$ cat config.mk
export PLATFORM = sky130hd
export DESIGN_NAME = rom_stream_reader
export DESIGN_NICKNAME = d
export VERILOG_FILES = /design/src/rtl/rom_stream_reader.sv
export SDC_FILE = /design/constraint.sdc
export NUM_CORES = 1
export LEC_CHECK = 0
export ABC_AREA = 0
export BUFFER_PORTS_ARGS = -buffer_cell sky130_fd_sc_hd__buf_4
export CAP_MARGIN = 20
export CORE_UTILIZATION = 40
export DETAILED_ROUTE_END_ITERATION = 7
export GPL_TIMING_DRIVEN = 0
export SLEW_MARGIN = 30
export SYNTH_ARGS = -nofsm -noshare
export SYNTH_HDL_FRONTEND = slang
export SYNTH_SLANG_ARGS = --single-unit
$ cat constraint.sdc
create_clock -name clk -period 6 [get_ports clk]
set_input_delay 1.8 -clock clk [delete_from_list [all_inputs] [get_ports clk]]
set_output_delay 1.8 -clock clk [all_outputs]
set_load 0.02 [all_outputs]
$ cat src/rtl/rom_stream_reader.sv
// Burst reader for a 32x4 synchronous ROM: walks a wrapping address range and
// re-emits the read data as a valid/ready stream through a 2-entry skid buffer.
module rom_stream_reader #(
  parameter int ADDR_W = 5,
  parameter int DATA_W = 4,
  parameter int LEN_W  = 6
) (
  input  logic              clk,
  input  logic              rst_n,
  input  logic              start,
  input  logic [ADDR_W-1:0] start_addr,
  input  logic [LEN_W-1:0]  length,
  output logic              rom_en,
  output logic [ADDR_W-1:0] rom_addr,
  input  logic [DATA_W-1:0] rom_data,
  output logic              out_valid,
  input  logic              out_ready,
  output logic [DATA_W-1:0] out_data,
  output logic              out_last,
  output logic              busy,
  output logic              done
);

  typedef enum logic [1:0] {
    IDLE  = 2'd0,
    RUN   = 2'd1,
    DRAIN = 2'd2
  } state_t;

  state_t state, state_next;

  logic [ADDR_W-1:0] addr;
  logic [ADDR_W-1:0] last_addr;
  logic [LEN_W-1:0]  remaining;
  logic [LEN_W-1:0]  total;
  logic [LEN_W-1:0]  captured;
  logic              inflight;

  logic [DATA_W-1:0] buf_data [2];
  logic              buf_last [2];
  logic              rd_ptr;
  logic              wr_ptr;
  logic [1:0]        count;

  logic              accept;
  logic              issue;
  logic              push;
  logic              pop;
  logic [2:0]        occupancy;

  assign out_valid = (count != 2'd0);
  assign out_data  = buf_data[rd_ptr];
  assign out_last  = buf_last[rd_ptr];
  assign busy      = (state != IDLE);

  assign pop    = out_valid && out_ready;
  assign push   = inflight;
  assign accept = (state == IDLE) && start && (length != '0);

  // Slots that will be held after this edge if nothing new is issued: a word
  // already in flight still needs a buffer entry when it lands next cycle.
  assign occupancy = 3'(count) + 3'(inflight) - 3'(pop);

  // NOTE: every output of a combinational block gets a default first, so no
  // path through the case leaves a signal unassigned and a latch is inferred.
  always_comb begin
    state_next = state;
    issue      = 1'b0;
    done       = 1'b0;
    unique case (state)
      IDLE: begin
        if (accept) state_next = RUN;
      end
      RUN: begin
        issue = (remaining != '0) && (occupancy < 3'd2);
        if (issue && remaining == LEN_W'(1)) state_next = DRAIN;
      end
      DRAIN: begin
        done = pop && buf_last[rd_ptr];
        if (done) state_next = IDLE;
      end
      default: state_next = IDLE;
    endcase
  end

  assign rom_en   = issue;
  assign rom_addr = issue ? addr : last_addr;

  // NOTE: state elements use non-blocking assignments so every register sees
  // the pre-edge value of every other register, independent of block order.
  always_ff @(posedge clk) begin
    if (!rst_n) state <= IDLE;
    else        state <= state_next;
  end

  always_ff @(posedge clk) begin
    if (!rst_n) begin
      addr      <= '0;
      last_addr <= '0;
      remaining <= '0;
      total     <= '0;
      inflight  <= 1'b0;
    end else begin
      inflight <= issue;
      if (accept) begin
        addr      <= start_addr;
        remaining <= length;
        total     <= length;
      end else if (issue) begin
        addr      <= addr + ADDR_W'(1);
        remaining <= remaining - LEN_W'(1);
        last_addr <= addr;
      end
    end
  end

  // NOTE: the two buffer entries are reset too; they drive out_data directly,
  // which must read 0 after reset rather than leftover words of an aborted burst.
  always_ff @(posedge clk) begin
    if (!rst_n) begin
      buf_data[0] <= '0;
      buf_data[1] <= '0;
      buf_last[0] <= 1'b0;
      buf_last[1] <= 1'b0;
      rd_ptr      <= 1'b0;
      wr_ptr      <= 1'b0;
      count       <= 2'd0;
      captured    <= '0;
    end else begin
      if (push) begin
        buf_data[wr_ptr] <= rom_data;
        buf_last[wr_ptr] <= (captured == total - LEN_W'(1));
        wr_ptr           <= ~wr_ptr;
        captured         <= captured + LEN_W'(1);
      end
      if (accept) captured <= '0;
      if (pop) rd_ptr <= ~rd_ptr;
      unique case ({push, pop})
        2'b10:   count <= count + 2'd1;
        2'b01:   count <= count - 2'd1;
        default: count <= count;
      endcase
    end
  end

  overflow_never: assert property (@(posedge clk) disable iff (!rst_n)
    !(push && !pop && count == 2'd2));

endmodule

======== Word-level counts from Yosys, hierarchy flattened ========
Memory sizes are Yosys's and may differ from the RTL's. A register that Yosys moved wholly into a read port is not among the register bits.
Index checks and enable logic that the tools add are counted.
cells by class
  add/subtract/negate cells ............... 8
  magnitude comparators ................... 1
  eq/ne operators ......................... 9
  mux-type cells .......................... 26
  bitwise gates (word level) .............. 3
  reduce and logical (&&, ||, !) cells .... 17
operators by type and width
  cell                   number
  $mux W1                15
  $mux W5                3
  $mux W6                2
  $reduce_bool A6 Y1     2
  $sub A6 B1 Y6 const B  2
  $reduce_bool A2 Y1     4
  $add A6 B1 Y6 const B  1
  $eq A6 B1 Y1 const B   1
  $eq A6 B6 Y1           1
  $logic_and A1 B1 Y1    6
  $mux W2                3
  $ne A2 B2 Y1 const B   3
  $pmux W2 S3            1
  $add A5 B1 Y5 const B  1
  $eq A2 B1 Y1 const B   2
  $eq A2 B2 Y1 const B   2
  $mux W4                1
  $pmux W2 S2            1
  $reduce_or A4 Y1       1
  $add A2 B1 Y3          1
  $lt A3 B2 Y1 const B   1
  $not A1 Y1             3
  $reduce_and A3 Y1      1
  $sub A3 B1 Y3          1
  other kinds (5)        5
word-level totals
  register bits after elaboration ......... 35
  bits in writable memories ............... 10
  bits of input ports ..................... 19
  output and inout port bits .............. 14
  logic and storage cells ................. 76
  memories kept ........................... 2
memories
  memory    depth  bits a word  rd ports  clocked after Yosys merged registers in  wr ports  RTL line  source
  buf_data  2      4            1         1                                        2         39        logic [DATA_W-1:0] buf_data [2];
  buf_last  2      1            1         1                                        2         40        logic buf_last [2];

======== Longest topological paths before layout ========
  word-level depth ........................ 8
  depth in mapped cells ................... 10
  depth with buffers taken out ............ 9

======== Worst setup path before layout ========
Ideal clock, no wire load.
  kind .................................... input -> output
  from .................................... in out_ready
  to ...................................... out rom_addr[0]
  data arrival time ....................... 3.520 ns
  required time ........................... 4.200 ns
  setup slack ............................. 0.680 ns
  stages on the path ...................... 8
  path buffers ............................ 0
  cells stage by stage .................... nand2_1 -> mux2i_1 -> nand2_1 -> fa_1 -> nand3b_1 -> a211o_2 -> inv_2 -> mux2_2
between the ends
  word-level cells in the longest chain between the ends .. 6
RTL lines
  what                 RTL line  source
  start, declared      17        input logic out_ready,
  $logic_and A1 B1 Y1  56        assign pop = out_valid && out_ready;
  $sub A3 B1 Y3        62        assign occupancy = 3'(count) + 3'(inflight) - 3'(pop);
  $lt A3 B2 Y1         75        issue = (remaining != '0) && (occupancy < 3'd2);
  $logic_and A1 B1 Y1  75
  $mux W1              70        unique case (state)
  $mux W5              n/a
  end, declared        14        output logic [ADDR_W-1:0] rom_addr,
No other way between the ends.

======== Final worst setup path ========
  from .................................... in out_ready
  to ...................................... out rom_addr[4]
Same word-level chain as after synthesis.

==> metrics.yaml <==
worst_setup_path:
  critPathLaunchType: "input pin"
  ff2ff_setup_slack_ns: 3.27
  cp_max_fo: 6
  crit_buf_inv: 3
  crit_required_ns: 4.20
  path_delay_family: "multiplexers"
  critPathSlowestCell: "fa_1"
  critical_path.cell_chain: "buf_4 > nand2_1 > mux2i_1 > nand2_1 > fa_1 > nand3b_1 > a211o_2 > inv_2 > mux2_2 > buf_4"
  critPathKind: "in -> out"
  cpPeakStageDelay_ns: 0.55
  cp.arrival_ns: 3.93
  endpoint_kind: "output port"
job:
  maxCapViolCount: 0
hold_path:
  hold_class: "reg -> reg"
drt:
  via_per_inst: 5.21
  dr.pass1.iters: 4
  drtAntennaViolNets: 0
  drc: 0
  wire_per_inst_um: 13.2
  vias: 1906
  drtIter0Drc: 140
  drt_wl_total_um: 4820
place:
  portBuffers: 32
  place.gp.congestion: 0.770
  place_area_sq_um: 2640
  place_ws_ns: 0.294
  hpwl_um: 3570
timing:
  setup_viol: 0
  holdWs_ns: 0.474
  hold_violations: 0
  period_share: 0.955
  tns_ns: 0
  worst_slew_pin_slew_ns: 0.512
  min_period_ns: 5.73
  fin_ws_ns: 0.270
  skew_ns: 0.00318
  fmaxAchievable_ghz: 0.175
  slew_headroom: 0.659
  rsz0062_at_grt: "false"
  drv_slew: 0
final_layout:
  nets: 319
  area.growth.synth_to_final_pct: 18.3
  n_antenna_cell: 0
  final_core_util: 0.494
  n_fill_cell: 565
  drive_gt1_frac: 0.218
  final_area_sq_um: 2740
global_route:
  grt_pass1_vias: 1737
  gr-total-overflow: 0
  grt_usage: 0.172
  grt_pass1_wl_um: 8190
  grt_start_max_net_pins: 17
  antenna_found_initial: 0
synthesis:
  synth-edff-count: 8
  yosys_register_bits: 46
  syn-num-nets: 280
  synth_area_sq_um: 2310
  syn_area_per_cell_sq_um: 9.11
  yosysTopAreaCellShare: 0.329
  synth_async_sr_flop_share: 0
  yosysWarnings: 0
  yosys_most_used_dff: "dfxtp_1"
  yosysTopAreaCell: "dfxtp_1"
  ys_seq_area_frac: 0.433
  ys_top_cells_by_area: "dfxtp_1, edfxtp_1, mux2_2"
  synthCells: 254
  synth_cell_type_count: 53
die:
  ios: 33
  dieArea_sq_um: 6090
  start_util: 0.418
  fp.dieW_um: 78.1
  core_sq_um: 5540
  row_count: 27
  die_y_um: 78.1
clocking:
  clk_latency_ns: 0.29
  cts_tree: "done"
  cts_made_buffers: 5
  clk_pin_slew_worst_paths_ns: 0.09
  cts_sinks: 46
  cts-resized-gates: 0
  h-tree-depth: 2
  root_buffer: "clkbuf_8"
  clock_path_buffers: 2
  holdBufCountCts: 0
  post_cts_buffers: 0
pwr:
  power_density_nw_per_um2: 254
  vdd_ir_drop_max_mv: 0.124
  leakagePower_nw: 1.09
run_status:
  status: "complete, no violations"
==> stage by stage <==
step | cells | total power [mW]
4_1_cts | 366 | 0.702
3_3_place_gp | 358 | 0.507
5_1_grt | 366 | 0.738
6_report | 366 | 0.695
3_5_place_dp | 358 | 0.508
2_1_floorplan | 254 | 0.461
==> worst min-delay path: stages (launching register included) <==
cell and delay (ns):
dfxtp_1 0.34, inv_1 0.05, a21oi_1 0.05
==> power by group <==
| group | internal [mW] | total [mW] | switching (mW) | leakage, nW |
|---|---|---|---|---|
| combinational | 0.0704 | 0.150 | 0.0801 | 0.656 |
| sequential | 0.333 | 0.351 | 0.0177 | 0.393 |
| clock | 0.0834 | 0.193 | 0.110 | 0.0408 |
| total | 0.487 | 0.695 | 0.207 | 1.09 |
==> cells in the final DEF, fill, tap and decap left out, types with 2 or more instances in the layout <==
master and count:
dfxtp_1 38, buf_4 32, nor2_1 29, nand2_1 27, a21oi_1 14, mux2_2 13, inv_1 10, xor2_1 8
xnor2_1 8, edfxtp_1 8, nand2b_1 7, nand3_1 7, ha_1 6, nor3_1 5, clkbuf_1 5, and2_1 5
clkbuf_8 5, buf_2 4, a31oi_1 4, o21ai_0 4, mux2i_1 3, o31ai_1 3, nor4_1 3, nand4_1 3
o22ai_1 3, nand3b_1 2, or4_1 2, or2_2 2, nor3b_1 2, o21a_1 2, and3_1 2, a22oi_1 2
clkinvlp_4 2
==> state kept, by name, indices dropped and copies added, names as in the netlist, named ones only <==
name,count
addr,5
buf_data,8
remaining,6
count,2
rd_ptr,1
buf_last,2
captured,6
state,2
inflight,1
total,6
wr_ptr,1
last_addr,5
==> worst paths after layout <==
kind	startpoint	to	depth (start not counted)
min	addr[4]	addr[4]	2
min reg2reg	addr[4]	addr[4]	2
max	out_ready	rom_addr[4]	10
max reg2reg	inflight	addr[4]	9
==> metal layers <==
layer / global-route usage / part of all wire
met5: 0 / 0
met4: 0.0444 / 0.0031
met3: 0.0395 / 0.046
met2: 0.282 / 0.47
met1: 0.228 / 0.48
==> final cells by class <==
| cell class | count | area, sq um | share of cell area |
|---|---|---|---|
| Timing Repair Buffer | 32 | 240 | 0.0878 |
| Sequential cell | 46 | 1000 | 0.366 |
| Tap cell | 72 | 90.1 | 0.0329 |
| Buffer | 11 | 53.8 | 0.0197 |
| Multi-Input combinational cell | 186 | 1220 | 0.445 |
| Clock buffer | 5 | 68.8 | 0.0251 |
| Inverter | 11 | 41.3 | 0.0151 |
| Clock inverter | 3 | 23.8 | 0.00869 |
==> logic make-up after synthesis <==
group	after synthesis	share of synthesized area
AND/OR/NAND/NOR	102	0.218
flip-flops	46	0.433
AO/OA/AOI/OAI	45	0.130
buffers and inverters	22	0.0411
XOR/XNOR	16	0.0606
multiplexers	16	0.0763
adder cells (fa/ha/maj)	7	0.0411
==> Yosys cell counts (all sizes together) (6+ instances only) <==
master / count
a21oi: 14
buf: 6
dfxtp: 38
edfxtp: 8
ha: 6
inv: 11
mux2: 13
nand2: 27
nand2b: 7
nand3: 7
nor2: 29
xnor2: 8
xor2: 8
Power figures use the tool's default switching activity.
